<file path="config.mk">
export PLATFORM = sky130hd
export DESIGN_NAME = flux_peak_detector_flat
export DESIGN_NICKNAME = d
export VERILOG_FILES = /design/src/rtl/flux_peak_detector_if.sv /design/src/rtl/flux_peak_detector.sv /design/src/flat_wrapper.sv
export SDC_FILE = /design/constraint.sdc
export NUM_CORES = 1
export LEC_CHECK = 0
export ABC_CLOCK_PERIOD_IN_PS = 9720
export BUFFER_PORTS_ARGS = -buffer_cell sky130_fd_sc_hd__buf_2
export CORE_MARGIN = 2
export CORE_UTILIZATION = 60
export CTS_CLUSTER_DIAMETER = 80
export CTS_CLUSTER_SIZE = 30
export DETAILED_ROUTE_END_ITERATION = 10
export GPL_TIMING_DRIVEN = 0
export HOLD_SLACK_MARGIN = 0.12
export PLACE_DENSITY_LB_ADDON = 0.25
export SLEW_MARGIN = 20
export SYNTH_ARGS = -nofsm -noshare
export SYNTH_HDL_FRONTEND = slang
export SYNTH_SLANG_ARGS = --single-unit
</file>
<file path="constraint.sdc">
create_clock -name clk -period 9.72 [get_ports clk]
set_clock_uncertainty 0.2 [all_clocks]
set_input_delay 1.944 -clock clk [delete_from_list [all_inputs] [get_ports clk]]
set_output_delay 1.944 -clock clk [all_outputs]
set_load 0.05 [all_outputs]
</file>
<file path="src/rtl/flux_peak_detector_if.sv">
// flux_peak_detector_if: sample stream into the peak detector and the
// per-transition event bus out of it. The slave modport is the detector;
// the master modport is the upstream filter / downstream timing side.
interface flux_peak_detector_if #(
  parameter int DATA_WIDTH     = 16,
  parameter int INTERVAL_WIDTH = 16
);
  logic signed [DATA_WIDTH-1:0] data_in;
  logic                         data_valid;
  logic                         flux_valid;
  logic                         flux_polarity;
  logic [DATA_WIDTH-2:0]        flux_peak;
  logic [INTERVAL_WIDTH-1:0]    flux_interval;

  modport master (
    output data_in, data_valid,
    input  flux_valid, flux_polarity, flux_peak, flux_interval
  );

  modport slave (
    input  data_in, data_valid,
    output flux_valid, flux_polarity, flux_peak, flux_interval
  );
endinterface

</file>
<file path="src/rtl/flux_peak_detector.sv">
// flux_peak_detector: finds the peak of each above-threshold excursion of
// the filtered flux signal (with hysteresis and post-event holdoff) and
// emits one event per transition: polarity, peak magnitude and the
// distance in accepted samples from the previous emitted peak.
// Optional macro FLUX_PEAK_STATS_EN adds stats_clr / peak_count /
// reject_count event statistics.
module flux_peak_detector #(
  parameter int DATA_WIDTH     = 16,
  parameter int INTERVAL_WIDTH = 16
) (
  input  logic                  clk,
  input  logic                  reset,
  input  logic                  enable,
  input  logic [DATA_WIDTH-2:0] threshold,
  input  logic [DATA_WIDTH-2:0] hysteresis,
  input  logic [7:0]            holdoff,
`ifdef FLUX_PEAK_STATS_EN
  input  logic                  stats_clr,
  output logic [15:0]           peak_count,
  output logic [15:0]           reject_count,
`endif
  flux_peak_detector_if.slave   bus
);

  localparam int MAG_W = DATA_WIDTH - 1;

  typedef enum logic [1:0] {SEARCH, TRACK, HOLDOFF} state_t;

  state_t                    r_state;
  logic [MAG_W-1:0]          r_peak;
  logic                      r_pol;
  logic [7:0]                r_hold;
  logic                      r_have_last;
  logic [INTERVAL_WIDTH-1:0] r_dist;
  logic [INTERVAL_WIDTH-1:0] r_age;
  logic [INTERVAL_WIDTH-1:0] r_cand_int;
  logic                      r_flux_valid;
  logic                      r_flux_polarity;
  logic [MAG_W-1:0]          r_flux_peak;
  logic [INTERVAL_WIDTH-1:0] r_flux_interval;

  logic                      w_accept;
  logic                      w_sign;
  logic [DATA_WIDTH-1:0]     w_din;
  logic [DATA_WIDTH-1:0]     w_neg;
  logic [MAG_W-1:0]          w_mag;
  logic [MAG_W-1:0]          w_floor;
  logic                      w_start;
  logic                      w_same;
  logic                      w_update;
  logic                      w_term;
  logic [INTERVAL_WIDTH-1:0] w_dist_cur;
  logic [INTERVAL_WIDTH-1:0] w_age_cur;

  // Magnitude, hysteresis floor and per-sample decision terms.
  always_comb begin
    w_accept = enable & bus.data_valid;
    w_din    = bus.data_in;
    w_sign   = w_din[DATA_WIDTH-1];
    w_neg    = (~w_din) + DATA_WIDTH'(1);
    w_mag    = w_din[MAG_W-1:0];
    if (w_sign) begin
      // Only the most negative input still has its top bit set after negation.
      w_mag = w_neg[DATA_WIDTH-1] ? '1 : w_neg[MAG_W-1:0];
    end
    w_floor    = (r_peak > hysteresis) ? (r_peak - hysteresis) : '0;
    w_start    = (w_mag >= threshold);
    w_same     = (r_pol == ~w_sign);
    w_update   = w_accept && (r_state == TRACK) && w_same && (w_mag > r_peak);
    w_term     = w_accept && (r_state == TRACK) && !w_update &&
                 (!w_same || (w_mag < w_floor));
    w_dist_cur = (r_dist == '1) ? r_dist : r_dist + INTERVAL_WIDTH'(1);
    w_age_cur  = (r_age  == '1) ? r_age  : r_age  + INTERVAL_WIDTH'(1);
  end

  // Detection FSM with registered event outputs.
  // Intervals are kept as saturating distances (last emitted peak -> current
  // sample, candidate peak -> current sample) rather than absolute indices,
  // so arbitrarily long gaps saturate without a wide sample counter.
  always_ff @(posedge clk) begin
    if (reset) begin
      r_state         <= SEARCH;
      r_peak          <= '0;
      r_pol           <= 1'b0;
      r_hold          <= '0;
      r_have_last     <= 1'b0;
      r_dist          <= '0;
      r_age           <= '0;
      r_cand_int      <= '0;
      r_flux_valid    <= 1'b0;
      r_flux_polarity <= 1'b0;
      r_flux_peak     <= '0;
      r_flux_interval <= '0;
    end else begin
      r_flux_valid <= 1'b0;
      if (!enable) begin
        r_state     <= SEARCH;
        r_have_last <= 1'b0;
      end else if (bus.data_valid) begin
        r_dist <= w_dist_cur;
        r_age  <= w_age_cur;
        case (r_state)
          SEARCH: begin
            if (w_start) begin
              r_state    <= TRACK;
              r_peak     <= w_mag;
              r_pol      <= ~w_sign;
              r_cand_int <= w_dist_cur;
              r_age      <= '0;
            end
          end
          TRACK: begin
            if (w_update) begin
              r_peak     <= w_mag;
              r_cand_int <= w_dist_cur;
              r_age      <= '0;
            end else if (w_term) begin
              r_flux_valid    <= 1'b1;
              r_flux_polarity <= r_pol;
              r_flux_peak     <= r_peak;
              r_flux_interval <= r_have_last ? r_cand_int : '1;
              r_have_last     <= 1'b1;
              // The emitted peak becomes the new reference point.
              r_dist          <= w_age_cur;
              if (holdoff != '0) begin
                r_state <= HOLDOFF;
                r_hold  <= holdoff;
              end else if (w_start) begin
                r_state    <= TRACK;
                r_peak     <= w_mag;
                r_pol      <= ~w_sign;
                r_cand_int <= w_age_cur;
                r_age      <= '0;
              end else begin
                r_state <= SEARCH;
              end
            end
          end
          HOLDOFF: begin
            r_hold <= r_hold - 8'd1;
            if (r_hold <= 8'd1) begin
              r_state <= SEARCH;
            end
          end
          default: r_state <= SEARCH;
        endcase
      end
    end
  end

  assign bus.flux_valid    = r_flux_valid;
  assign bus.flux_polarity = r_flux_polarity;
  assign bus.flux_peak     = r_flux_peak;
  assign bus.flux_interval = r_flux_interval;

`ifdef FLUX_PEAK_STATS_EN
  logic [15:0] r_peak_count;
  logic [15:0] r_reject_count;
  logic        w_reject;

  assign w_reject = w_accept && (r_state == HOLDOFF) && w_start;

  // Saturating event / holdoff-reject counters; clear wins over increment.
  always_ff @(posedge clk) begin
    if (reset || stats_clr) begin
      r_peak_count   <= '0;
      r_reject_count <= '0;
    end else begin
      if (w_term && (r_peak_count != '1)) begin
        r_peak_count <= r_peak_count + 16'd1;
      end
      if (w_reject && (r_reject_count != '1)) begin
        r_reject_count <= r_reject_count + 16'd1;
      end
    end
  end

  assign peak_count   = r_peak_count;
  assign reject_count = r_reject_count;
`endif

endmodule

</file>
<file path="src/flat_wrapper.sv">
// flat-port wrapper written by rule: the top's interface ports become plain ports
module flux_peak_detector_flat 
#(
  parameter int DATA_WIDTH     = 16,
  parameter int INTERVAL_WIDTH = 16
)
  (clk, reset, enable, threshold, hysteresis, holdoff, bus_data_in, bus_data_valid, bus_flux_valid, bus_flux_polarity, bus_flux_peak, bus_flux_interval);
  flux_peak_detector_if #(.DATA_WIDTH(DATA_WIDTH), .INTERVAL_WIDTH(INTERVAL_WIDTH)) bus_i ();
  input  logic clk;
  input  logic reset;
  input  logic enable;
  input  logic [DATA_WIDTH-2:0] threshold;
  input  logic [DATA_WIDTH-2:0] hysteresis;
  input  logic [7:0] holdoff;
  input wire logic [$bits(bus_i.data_in)-1:0] bus_data_in;
  input wire logic [$bits(bus_i.data_valid)-1:0] bus_data_valid;
  output wire logic [$bits(bus_i.flux_valid)-1:0] bus_flux_valid;
  output wire logic [$bits(bus_i.flux_polarity)-1:0] bus_flux_polarity;
  output wire logic [$bits(bus_i.flux_peak)-1:0] bus_flux_peak;
  output wire logic [$bits(bus_i.flux_interval)-1:0] bus_flux_interval;
  assign bus_i.data_in = bus_data_in;
  assign bus_i.data_valid = bus_data_valid;
  assign bus_flux_valid = bus_i.flux_valid;
  assign bus_flux_polarity = bus_i.flux_polarity;
  assign bus_flux_peak = bus_i.flux_peak;
  assign bus_flux_interval = bus_i.flux_interval;
  flux_peak_detector #(.DATA_WIDTH(DATA_WIDTH), .INTERVAL_WIDTH(INTERVAL_WIDTH)) u_core (.clk(clk), .reset(reset), .enable(enable), .threshold(threshold), .hysteresis(hysteresis), .holdoff(holdoff), .bus(bus_i));
endmodule
</file>
==> results.cfg <==
[run_status]
status = completed

[route]
wirelength_um = 21940
drt_iter0_markers = 1091
first_pass_iters = 6
avgRoutedWirePerCell_um = 17.11
antenna_left = 0
drc = 0
vias = 8038
via_per_inst = 6.270

[timing]
hold_violations = 0
min_period_over_period = 0.6805
rsz0062_at_grt = false
slew_viol_final = 0
slew-limit-headroom = 0.3924
worstMarginPinSlew_ns = 0.9019
min_period_ns = 6.614
timing.hold.ws_ns = 0.2526
setup_tns_ns = 0
timing.fmax_ghz = 0.1512
setup_viol = 0

[floorplan]
rows = 41
core_um2 = 12670
io_pins = 91
dieArea_um2 = 13920
die_w_um = 118.0
start_util = 0.6152
die_y_um = 118.0

[synth]
synth_compound_area_frac = 0.2149
synth_edf_count = 0
netlist_area_um2 = 7795
ys_async_sr_fraction = 0
synth_xor_area_frac = 0.04815
synthCells = 1006
seq_area_frac_synth = 0.2774
yosys_most_used_dff = dfxtp_1
synthMuxAreaShare = 0.02857
ys_types = 74
synth_top_family_by_area = simple AND/OR/NAND/NOR gates
yosys_warnings = 0
synth_nets = 1130
synth_fa_ha_area_frac = 0.1069
synth-simple-area-share = 0.2552
ys_ff_latch = 108
postSynthAreaPerCell_um2 = 7.748

[layout]
area_growth_pct = 12.82
seq_area_um2 = 2162
antenna-diode-count = 0
layout_commonest_cell = nand2_1
final_cell_mix = nand2_1, dfxtp_1, buf_2
nets = 1229
fin_area_um2 = 8795
drive_above_1_share = 0.1450
fill_cells = 1075
multiInputGateArea_um2 = 5096

[pwr]
ir_drop_mv = 0.1000
power.density_nw_per_um2 = 127.2
p_sw_uw = 344.9
p_comb_frac = 0.213
switching_share = 0.3084
seq_power_share = 0.415
leakagePower_uw = 0.003567
clkPwrFrac = 0.372
p_int_uw = 773.6
total_power_uw = 1119

[clocking]
cts.sinks = 108
cts_made_buffers = 9
cts.htree.levels = 3
clockRootBuffer = clkbuf_16
ctsHoldBuffers = 0
cts_resized = 0
tritoncts = built
clockBufferDepth = 2
clk_latency_ns = 0.36
clkTransAtPathRegs_ns = 0.08
post_cts_buffers = 0

[setup_path]
crit_path_end_kind = flop
worstSetupPathType = in -> reg
worst-endpoint-required_ns = 9.74
cp_data_arrival_time_ns = 6.63
startpoint_type = input port
worstPathMaxFanout = 10

[grt]
grt_max_degree = 21
grt_overflow = 0
antenna_found_initial = 0
grt_pass1_vias = 7050
grt_pass1_wl_um = 35250
grt_usage = 0.3091

[run]
maxCapViolations = 0

[place]
gp_congestion = 1.015
dp.final_hpwl_um = 16970
placed_area_um2 = 8451
port_buffers = 88

[worst_hold_path]
worstHoldPathType = reg -> reg
## critical path, cell delays in order
cell and delay (ns):
buf_2 0.11, or3_1 0.45, nor4_4 0.38, nand4_1 0.24
clkbuf_1 0.27, nand2_1 0.27, ha_1 0.29, a2111oi_0 0.55
o211ai_1 0.22, a41oi_1 0.29, o211ai_2 0.11, a21oi_1 0.42
nor3_2 0.15, buf_2 0.22, o311ai_0 0.53, o41ai_1 0.17
## flip-flops by register name (all words and copies together), names as in the netlist
name	count
u_core.r_pol	1
u_core.r_age	16
u_core.r_cand_int	16
u_core.r_have_last	1
u_core.bus.flux_interval	16
u_core.r_state	2
u_core.bus.flux_polarity	1
u_core.r_peak	15
u_core.bus.flux_peak	15
u_core.bus.flux_valid	1
u_core.r_hold	8
u_core.r_dist	16
## path summary, 6_finish.rpt
| kind | startpoint | to | slack [ns] | depth (start not counted) |
|---|---|---|---|---|
| setup reg to reg | u_core.r_peak[10]$_SDFFE_PP0P_ | u_core.r_peak[14]$_SDFFE_PP0P_ | 4.49 | 17 |
| hold reg to reg | u_core.bus.flux_peak[6]$_SDFFE_PP0P_ | u_core.bus.flux_peak[6]$_SDFFE_PP0P_ | 0.25 | 2 |
| hold / removal | u_core.bus.flux_peak[6]$_SDFFE_PP0P_ | u_core.bus.flux_peak[6]$_SDFFE_PP0P_ | 0.25 | 2 |
| setup / recovery | bus_data_in[3] | u_core.r_peak[14]$_SDFFE_PP0P_ | 3.11 | 16 |
## synthesized netlist by cell type, drive strengths merged, types with 5 or more instances
library cell / count / area share
o311ai: 17 / 0.019
nor4: 22 / 0.022
o41ai: 10 / 0.017
and3: 7 / 0.0056
mux2: 10 / 0.014
nand2b: 10 / 0.0083
nor2b: 10 / 0.0080
buf: 16 / 0.014
inv: 76 / 0.037
mux2i: 11 / 0.014
o21ai: 51 / 0.033
a21oi: 68 / 0.044
a21o: 6 / 0.0058
nor3: 37 / 0.024
nand2: 130 / 0.063
or3: 8 / 0.0064
xor2: 20 / 0.023
clkbuf: 37 / 0.018
and2: 8 / 0.0064
nand3: 27 / 0.017
nand4: 19 / 0.015
a311oi: 5 / 0.0056
a31oi: 6 / 0.0048
or4: 6 / 0.0063
o32ai: 6 / 0.0067
o21a: 5 / 0.0048
nor3b: 18 / 0.017
xnor2: 22 / 0.025
dfxtp: 108 / 0.28
a211oi: 17 / 0.020
o31ai: 12 / 0.015
ha: 65 / 0.10
nor2: 86 / 0.042
## power groups by stage
| stage | clock [uW] | combinational [uW] | sequential, uW |
|---|---|---|---|
| 2_1_floorplan | 0 | 162 | 473 |
| 3_3_place_gp | 0 | 227 | 474 |
| 3_5_place_dp | 0 | 231 | 474 |
| 4_1_cts | 417 | 233 | 464 |
| 5_1_grt | 439 | 263 | 465 |
| 6_report | 416 | 238 | 464 |
## cells by family after synthesis
kind of cell,count (synthesis)
AOI/OAI and AO/OA,239
xor gates and xnor gates,42
adders and majority gates,66
buffers and inverters,129
DFF,108
muxes,21
and+or+nand+nor,401
## routing by layer
layer  track usage  wire length [um]  vias up
met1        0.4344              9622     3726
met4       0.07681               490        0
met2        0.4833              9656      432
met3       0.06541              2171       56
li1              -                 -     3824
met5             0                 0        -
## stage by stage
step | util | worst slack [ns] | instances
final | 0.6941 | 3.106 | 1282
after global routing | 0.6941 | 2.979 | 1282
after CTS | 0.6941 | 3.367 | 1282
after detailed placement | 0.6669 | 3.031 | 1266
after global placement | 0.6669 | 3.032 | 1266
after floorplan | - | 3.808 | 1006
## area by class of cell
type / instances / share of cell area
inverters: 76 / 0.03244
clock inverters: 7 / 0.01352
repair buffers: 88 / 0.05008
multi-input cells: 769 / 0.5795
clock buffers: 9 / 0.02561
flip-flops and latches: 108 / 0.2458
well taps: 172 / 0.02447
plain buffers: 53 / 0.02860
No activity file was read; power rests on OpenSTA's default activity.
